$ cat src/rtl/add128_carry_resolve_if.sv
// Handshake bundle for the 128-bit adder carry-resolution stage: partial-sum input
// channel and resolved-sum output channel.
interface add128_carry_resolve_if;
    logic         in_valid;
    logic         in_ready;
    logic [159:0] in_psum;
    logic         cin;
    logic         out_valid;
    logic         out_ready;
    logic [127:0] sum;
    logic         cout;

    modport master (
        output in_valid,
        output in_psum,
        output cin,
        output out_ready,
        input  in_ready,
        input  out_valid,
        input  sum,
        input  cout
    );

    modport slave (
        input  in_valid,
        input  in_psum,
        input  cin,
        input  out_ready,
        output in_ready,
        output out_valid,
        output sum,
        output cout
    );
endinterface

$ cat src/rtl/add128_carry_resolve.sv
// Ripples inter-slice carries through 32 captured 5-bit slice partial sums,
// SLICES_PER_CYCLE slices per cycle, and presents the 128-bit sum plus carry-out.
module add128_carry_resolve #(
    // Legal values: 1, 2, 4, 8, 16, 32.
    parameter int unsigned SLICES_PER_CYCLE = 8
) (
    input logic                         clk,
    input logic                         rst,
    add128_carry_resolve_if.slave       bus
);

    localparam logic [4:0] Step    = 5'(SLICES_PER_CYCLE);
    localparam logic [4:0] LastIdx = 5'(32 - SLICES_PER_CYCLE);

    typedef enum logic [1:0] {
        StIdle,
        StRun,
        StDone
    } state_e;

    state_e         state_q;
    logic [159:0]   psum_q;
    logic           carry_q;
    logic [4:0]     idx_q;
    logic [127:0]   sum_q;
    logic           cout_q;

    logic [127:0]   sum_d;
    logic           carry_d;
    logic [4:0]     slice;
    logic [4:0]     s;

    // Carry chains combinationally through this cycle's slices; s wraps in 5 bits.
    always_comb begin
        sum_d   = sum_q;
        carry_d = carry_q;
        slice   = '0;
        s       = '0;
        for (int unsigned j = 0; j < SLICES_PER_CYCLE; j++) begin
            slice = idx_q + 5'(j);
            s     = psum_q[{3'b000, slice} * 8'd5 +: 5] + {4'b0000, carry_d};
            sum_d[{slice, 2'b00} +: 4] = s[3:0];
            carry_d = s[4];
        end
    end

    always_ff @(posedge clk) begin
        if (rst) begin
            state_q <= StIdle;
            psum_q  <= '0;
            carry_q <= 1'b0;
            idx_q   <= '0;
            sum_q   <= '0;
            cout_q  <= 1'b0;
        end else begin
            unique case (state_q)
                StIdle: begin
                    if (bus.in_valid) begin
                        psum_q  <= bus.in_psum;
                        carry_q <= bus.cin;
                        idx_q   <= '0;
                        sum_q   <= '0;
                        cout_q  <= 1'b0;
                        state_q <= StRun;
                    end
                end
                StRun: begin
                    sum_q   <= sum_d;
                    carry_q <= carry_d;
                    idx_q   <= idx_q + Step;
                    if (idx_q == LastIdx) begin
                        cout_q  <= carry_d;
                        state_q <= StDone;
                    end
                end
                StDone: begin
                    if (bus.out_ready) begin
                        state_q <= StIdle;
                    end
                end
                default: state_q <= StIdle;
            endcase
        end
    end

    assign bus.in_ready  = (state_q == StIdle);
    assign bus.out_valid = (state_q == StDone);
    assign bus.sum       = sum_q;
    assign bus.cout      = cout_q;

endmodule

$ cat src/flat_wrapper.sv
// flat-port wrapper written by rule: the top's interface ports become plain ports
module add128_carry_resolve_flat 
#(
                                        
    parameter int unsigned SLICES_PER_CYCLE = 8
)
  (clk, rst, bus_in_valid, bus_in_psum, bus_cin, bus_out_ready, bus_in_ready, bus_out_valid, bus_sum, bus_cout);
  add128_carry_resolve_if bus_i ();
  input logic clk;
  input logic rst;
  input wire logic [$bits(bus_i.in_valid)-1:0] bus_in_valid;
  input wire logic [$bits(bus_i.in_psum)-1:0] bus_in_psum;
  input wire logic [$bits(bus_i.cin)-1:0] bus_cin;
  input wire logic [$bits(bus_i.out_ready)-1:0] bus_out_ready;
  output wire logic [$bits(bus_i.in_ready)-1:0] bus_in_ready;
  output wire logic [$bits(bus_i.out_valid)-1:0] bus_out_valid;
  output wire logic [$bits(bus_i.sum)-1:0] bus_sum;
  output wire logic [$bits(bus_i.cout)-1:0] bus_cout;
  assign bus_i.in_valid = bus_in_valid;
  assign bus_i.in_psum = bus_in_psum;
  assign bus_i.cin = bus_cin;
  assign bus_i.out_ready = bus_out_ready;
  assign bus_in_ready = bus_i.in_ready;
  assign bus_out_valid = bus_i.out_valid;
  assign bus_sum = bus_i.sum;
  assign bus_cout = bus_i.cout;
  add128_carry_resolve #(.SLICES_PER_CYCLE(SLICES_PER_CYCLE)) u_core (.clk(clk), .rst(rst), .bus(bus_i));
endmodule
$ cat config.mk
export PLATFORM = sky130hd
export DESIGN_NAME = add128_carry_resolve_flat
export DESIGN_NICKNAME = d
export VERILOG_FILES = /design/src/rtl/add128_carry_resolve_if.sv /design/src/rtl/add128_carry_resolve.sv /design/src/flat_wrapper.sv
export SDC_FILE = /design/constraint.sdc
export NUM_CORES = 1
export LEC_CHECK = 0
export CAP_MARGIN = 20
export CORE_UTILIZATION = 30
export DETAILED_ROUTE_END_ITERATION = 16
export HOLD_SLACK_MARGIN = 0.08
export SLEW_MARGIN = 30
export SYNTH_ARGS = -nofsm -noshare
export SYNTH_HDL_FRONTEND = slang
export SYNTH_SLANG_ARGS = --single-unit
$ cat constraint.sdc
create_clock -name clk -period 19.45 [get_ports clk]
set_clock_uncertainty 0.2 [all_clocks]
set_input_delay 3.89 -clock clk [delete_from_list [all_inputs] [get_ports clk]]
set_output_delay 3.89 -clock clk [all_outputs]
set_load 0.01 [all_outputs]
==> run_results.csv <==
group,metric,value,unit
status,outcome,"completed",
layout,final_cell_mix,"344 x nand2_1, 294 x clkdlybuf4s50_1, 292 x dfxtp_1",
logic_synthesis,synth_xor_area_share,1.27,%
power_and_ir_drop,p_total,0.00141,W
worst_setup_path,cp_max_fo,13,
placed_design,place_hpwl,30100,um
global_route,grt_pass1_vias,10667,
timing,post-route-period-util,37.2,%
detailed_routing,drtPass1Iterations,6,
placed_design,gp_congestion,0.832,
logic_synthesis,synth_top_family_by_area,"simple AND/OR/NAND/NOR gates",
floorplanning,ios,296,
floorplanning,rows,74,
global_route,grt_usage,19.0,%
cts,cts_hold_buffers,0,
logic_synthesis,synth-seq-area-share,47.4,%
floorplanning,die_area,42200,um^2
floorplanning,initial_core_util,30.4,%
detailed_routing,routedWlPerCell,18.6,um
detailed_routing,drcViolationCount,0,
hold_path,holdPathStages,2,
layout,final_core_util,40.9,%
logic_synthesis,synthMuxAreaShare,7.60,%
timing,setup_violations,0,
layout,stdcell_area,16700,um^2
logic_synthesis,syn_area_per_cell,8.86,um^2
logic_synthesis,synth.distinct_cells,53,
hold_path,hold_end,"u_core.psum_q[6]",
logic_synthesis,ys.flop_type,"dfxtp_1",
cts,post-cts-setup-buffer-count,0,
placed_design,placed_cell_area,15700,um^2
timing,setup_tns,0,ps
global_route,use_met2,29.2,%
global_route,grt_pass1_wl,62100,um
hold_path,min_from,"u_core.psum_q[6]",
logic_synthesis,synth-edff-count,0,
cts,cts_sinks,294,
timing,slew_headroom,39.4,%
flow_run,max_cap_viol_count,0,
floorplanning,dieHeight,205,um
global_route,gr-total-overflow,0,
hold_path,hp-class,"register to register",
logic_synthesis,syn-cell-area,12400,um^2
cts,cts_max_path_buffers,3,
layout,areaGrowthSynthToFinish,34.6,%
power_and_ir_drop,p_per_area,84.4,nW/um^2
logic_synthesis,synth_adder_area_share,3.13,%
placed_design,port_buffers,295,
detailed_routing,drt_iter0_drc,879,
power_and_ir_drop,peakVddDrop,0.0600,mV
logic_synthesis,synthCells,1401,
logic_synthesis,async_flop_share,0,%
worst_setup_path,arrival,7540,ps
placed_design,dp_slack,12030,ps
cts,clock_latency,560,ps
timing,worst_slack,12220,ps
worst_setup_path,reg2reg_slack,12220,ps
cts,htree_levels,1,
global_route,grt_antenna_before_repair,0,
cts,root_buffer,"clkbuf_16",
power_and_ir_drop,leakage,5.99,nW
worst_setup_path,cp_slowest_cell,"dfxtp_2",
worst_setup_path,worst_path_most_repeated_cell,"ha_1",
layout,num-nets-final,1837,
layout,n_fill_cell,4013,
timing,hold_viol,0,
logic_synthesis,yosys.area_share.simple,23.1,%
worst_setup_path,critical_path_class,"register to register",
layout,register_area,5890,um^2
global_route,grt_max_degree,116,
detailed_routing,via_per_inst,5.05,
detailed_routing,vias,11069,
timing,worst_pin_slew,908,ps
timing,grt_setup_unrepaired,"false",
worst_setup_path,crit_required,19760,ps
logic_synthesis,ys_warn_count,0,
layout,final_common_cell,"nand2_1",
worst_setup_path,startpoint_type,"register",
worst_setup_path,r2r_start,"u_core.idx_q[4]",
global_route,grt_util_met1,27.7,%
worst_setup_path,crit_path_end_kind,"register",
layout,multi_input_area,6070,um^2
worst_setup_path,max_stage_delay,620,ps
floorplanning,dieWidth,205,um
detailed_routing,wl,40700,um
worst_setup_path,reg2reg_depth,34,
cts,cts_buffers,30,
worst_setup_path,r2r_end,"u_core.bus.cout",
global_route,gr-max-usage-layer,"met2",
logic_synthesis,synth_compound_area_share,13.5,%
floorplanning,core,40800,um^2
cts,cts_tree,"yes",
timing,max_freq,138,MHz
layout,diodes,0,
timing,fin_crit,7230,ps
timing,finalMaxSlewViolations,0,
cts,cts_resized,0,
logic_synthesis,ys_seq_elements,294,
global_route,met3_usage,2.80,%
cts,clk_pin_slew,60,ps
layout,drive_gt1_share,6.75,%
detailed_routing,ant_nets,0,
## flip-flops by register name (all words and copies together) (netlist names)
| register | count |
|---|---|
| u_core.bus.cout | 1 |
| u_core.bus.sum | 128 |
| u_core.carry_q | 1 |
| u_core.idx_q | 2 |
| u_core.psum_q | 160 |
| u_core.state_q | 2 |
## final cells by class
type | count | share of cell area (%)
sequential | 294 | 35.2
tap | 532 | 3.98
clock inverter | 10 | 0.958
inverter | 7 | 0.165
timing repair buffer | 305 | 18.2
multi-input combinational | 1003 | 36.3
clock buffer | 40 | 5.14
## worst max-delay path by stage
stage	from	endpoint	slack, ps	cells past startpoint
2_1_floorplan	u_core.idx_q[4]	u_core.bus.cout	12320	38
3_3_place_gp	u_core.idx_q[3]	u_core.bus.cout	12210	34
3_5_place_dp	u_core.idx_q[4]	u_core.bus.cout	12030	34
4_1_cts	u_core.idx_q[4]	u_core.bus.cout	12040	34
5_1_grt	u_core.idx_q[4]	u_core.bus.cout	11420	34
6_report	u_core.idx_q[4]	u_core.bus.cout	12220	34
## critical path, delay by kind of cell (launching register included)
family	cells	cell delay (ps)
and+or+nand+nor	10	1400
muxes	1	580
adders and majority gates	16	3190
DFF	1	620
xor gates and xnor gates	7	1190
## power by group
part | internal, W | total [W] | leakage, nW | switching, W
Sequential | 0.000625 | 0.000638 | 2.40 | 0.0000132
Combinational | 0.0000720 | 0.000174 | 3.10 | 0.000102
Clock | 0.000360 | 0.000598 | 0.499 | 0.000238
## stage by stage
stage | hold slack, ps | std cells
final | 252 | 2191
after global routing | 268 | 2191
after CTS | 253 | 2191
after detailed placement | 245 | 2141
after global placement | 239 | 2141
after floorplan | 232 | 1407
## cell usage after synthesis, types with 24 or more instances
| cell | n | share of area, % |
|---|---|---|
| nand2_1 | 345 | 10 |
| ha_1 | 31 | 3.1 |
| nor2_1 | 97 | 2.9 |
| a22oi_1 | 80 | 4.8 |
| mux4_2 | 34 | 6.2 |
| a21oi_1 | 180 | 7.3 |
| or4b_1 | 24 | 1.9 |
| buf_2 | 25 | 1.0 |
| clkbuf_1 | 65 | 2.0 |
| nand4_1 | 25 | 1.3 |
| dfxtp_1 | 294 | 47 |
| nand3_1 | 81 | 3.3 |
## kinds of logic (layout without fill, tap and decap cells)
kind of cell,count (synthesis),after routing
other,1,7
AO/OA/AOI/OAI,283,283
multiplexers,42,42
XOR/XNOR,18,18
adder cells (fa/ha/maj),31,31
AND/OR/NAND/NOR,622,622
buffers and inverters,110,362
flip-flops,294,294
## layer usage
layer	vias up	wire [um]
li1	5390	-
met1	5272	19600
met2	366	17900
met3	41	2310
met4	0	833
met5	-	0
Note: power is estimated with default switching activity, not from simulation.
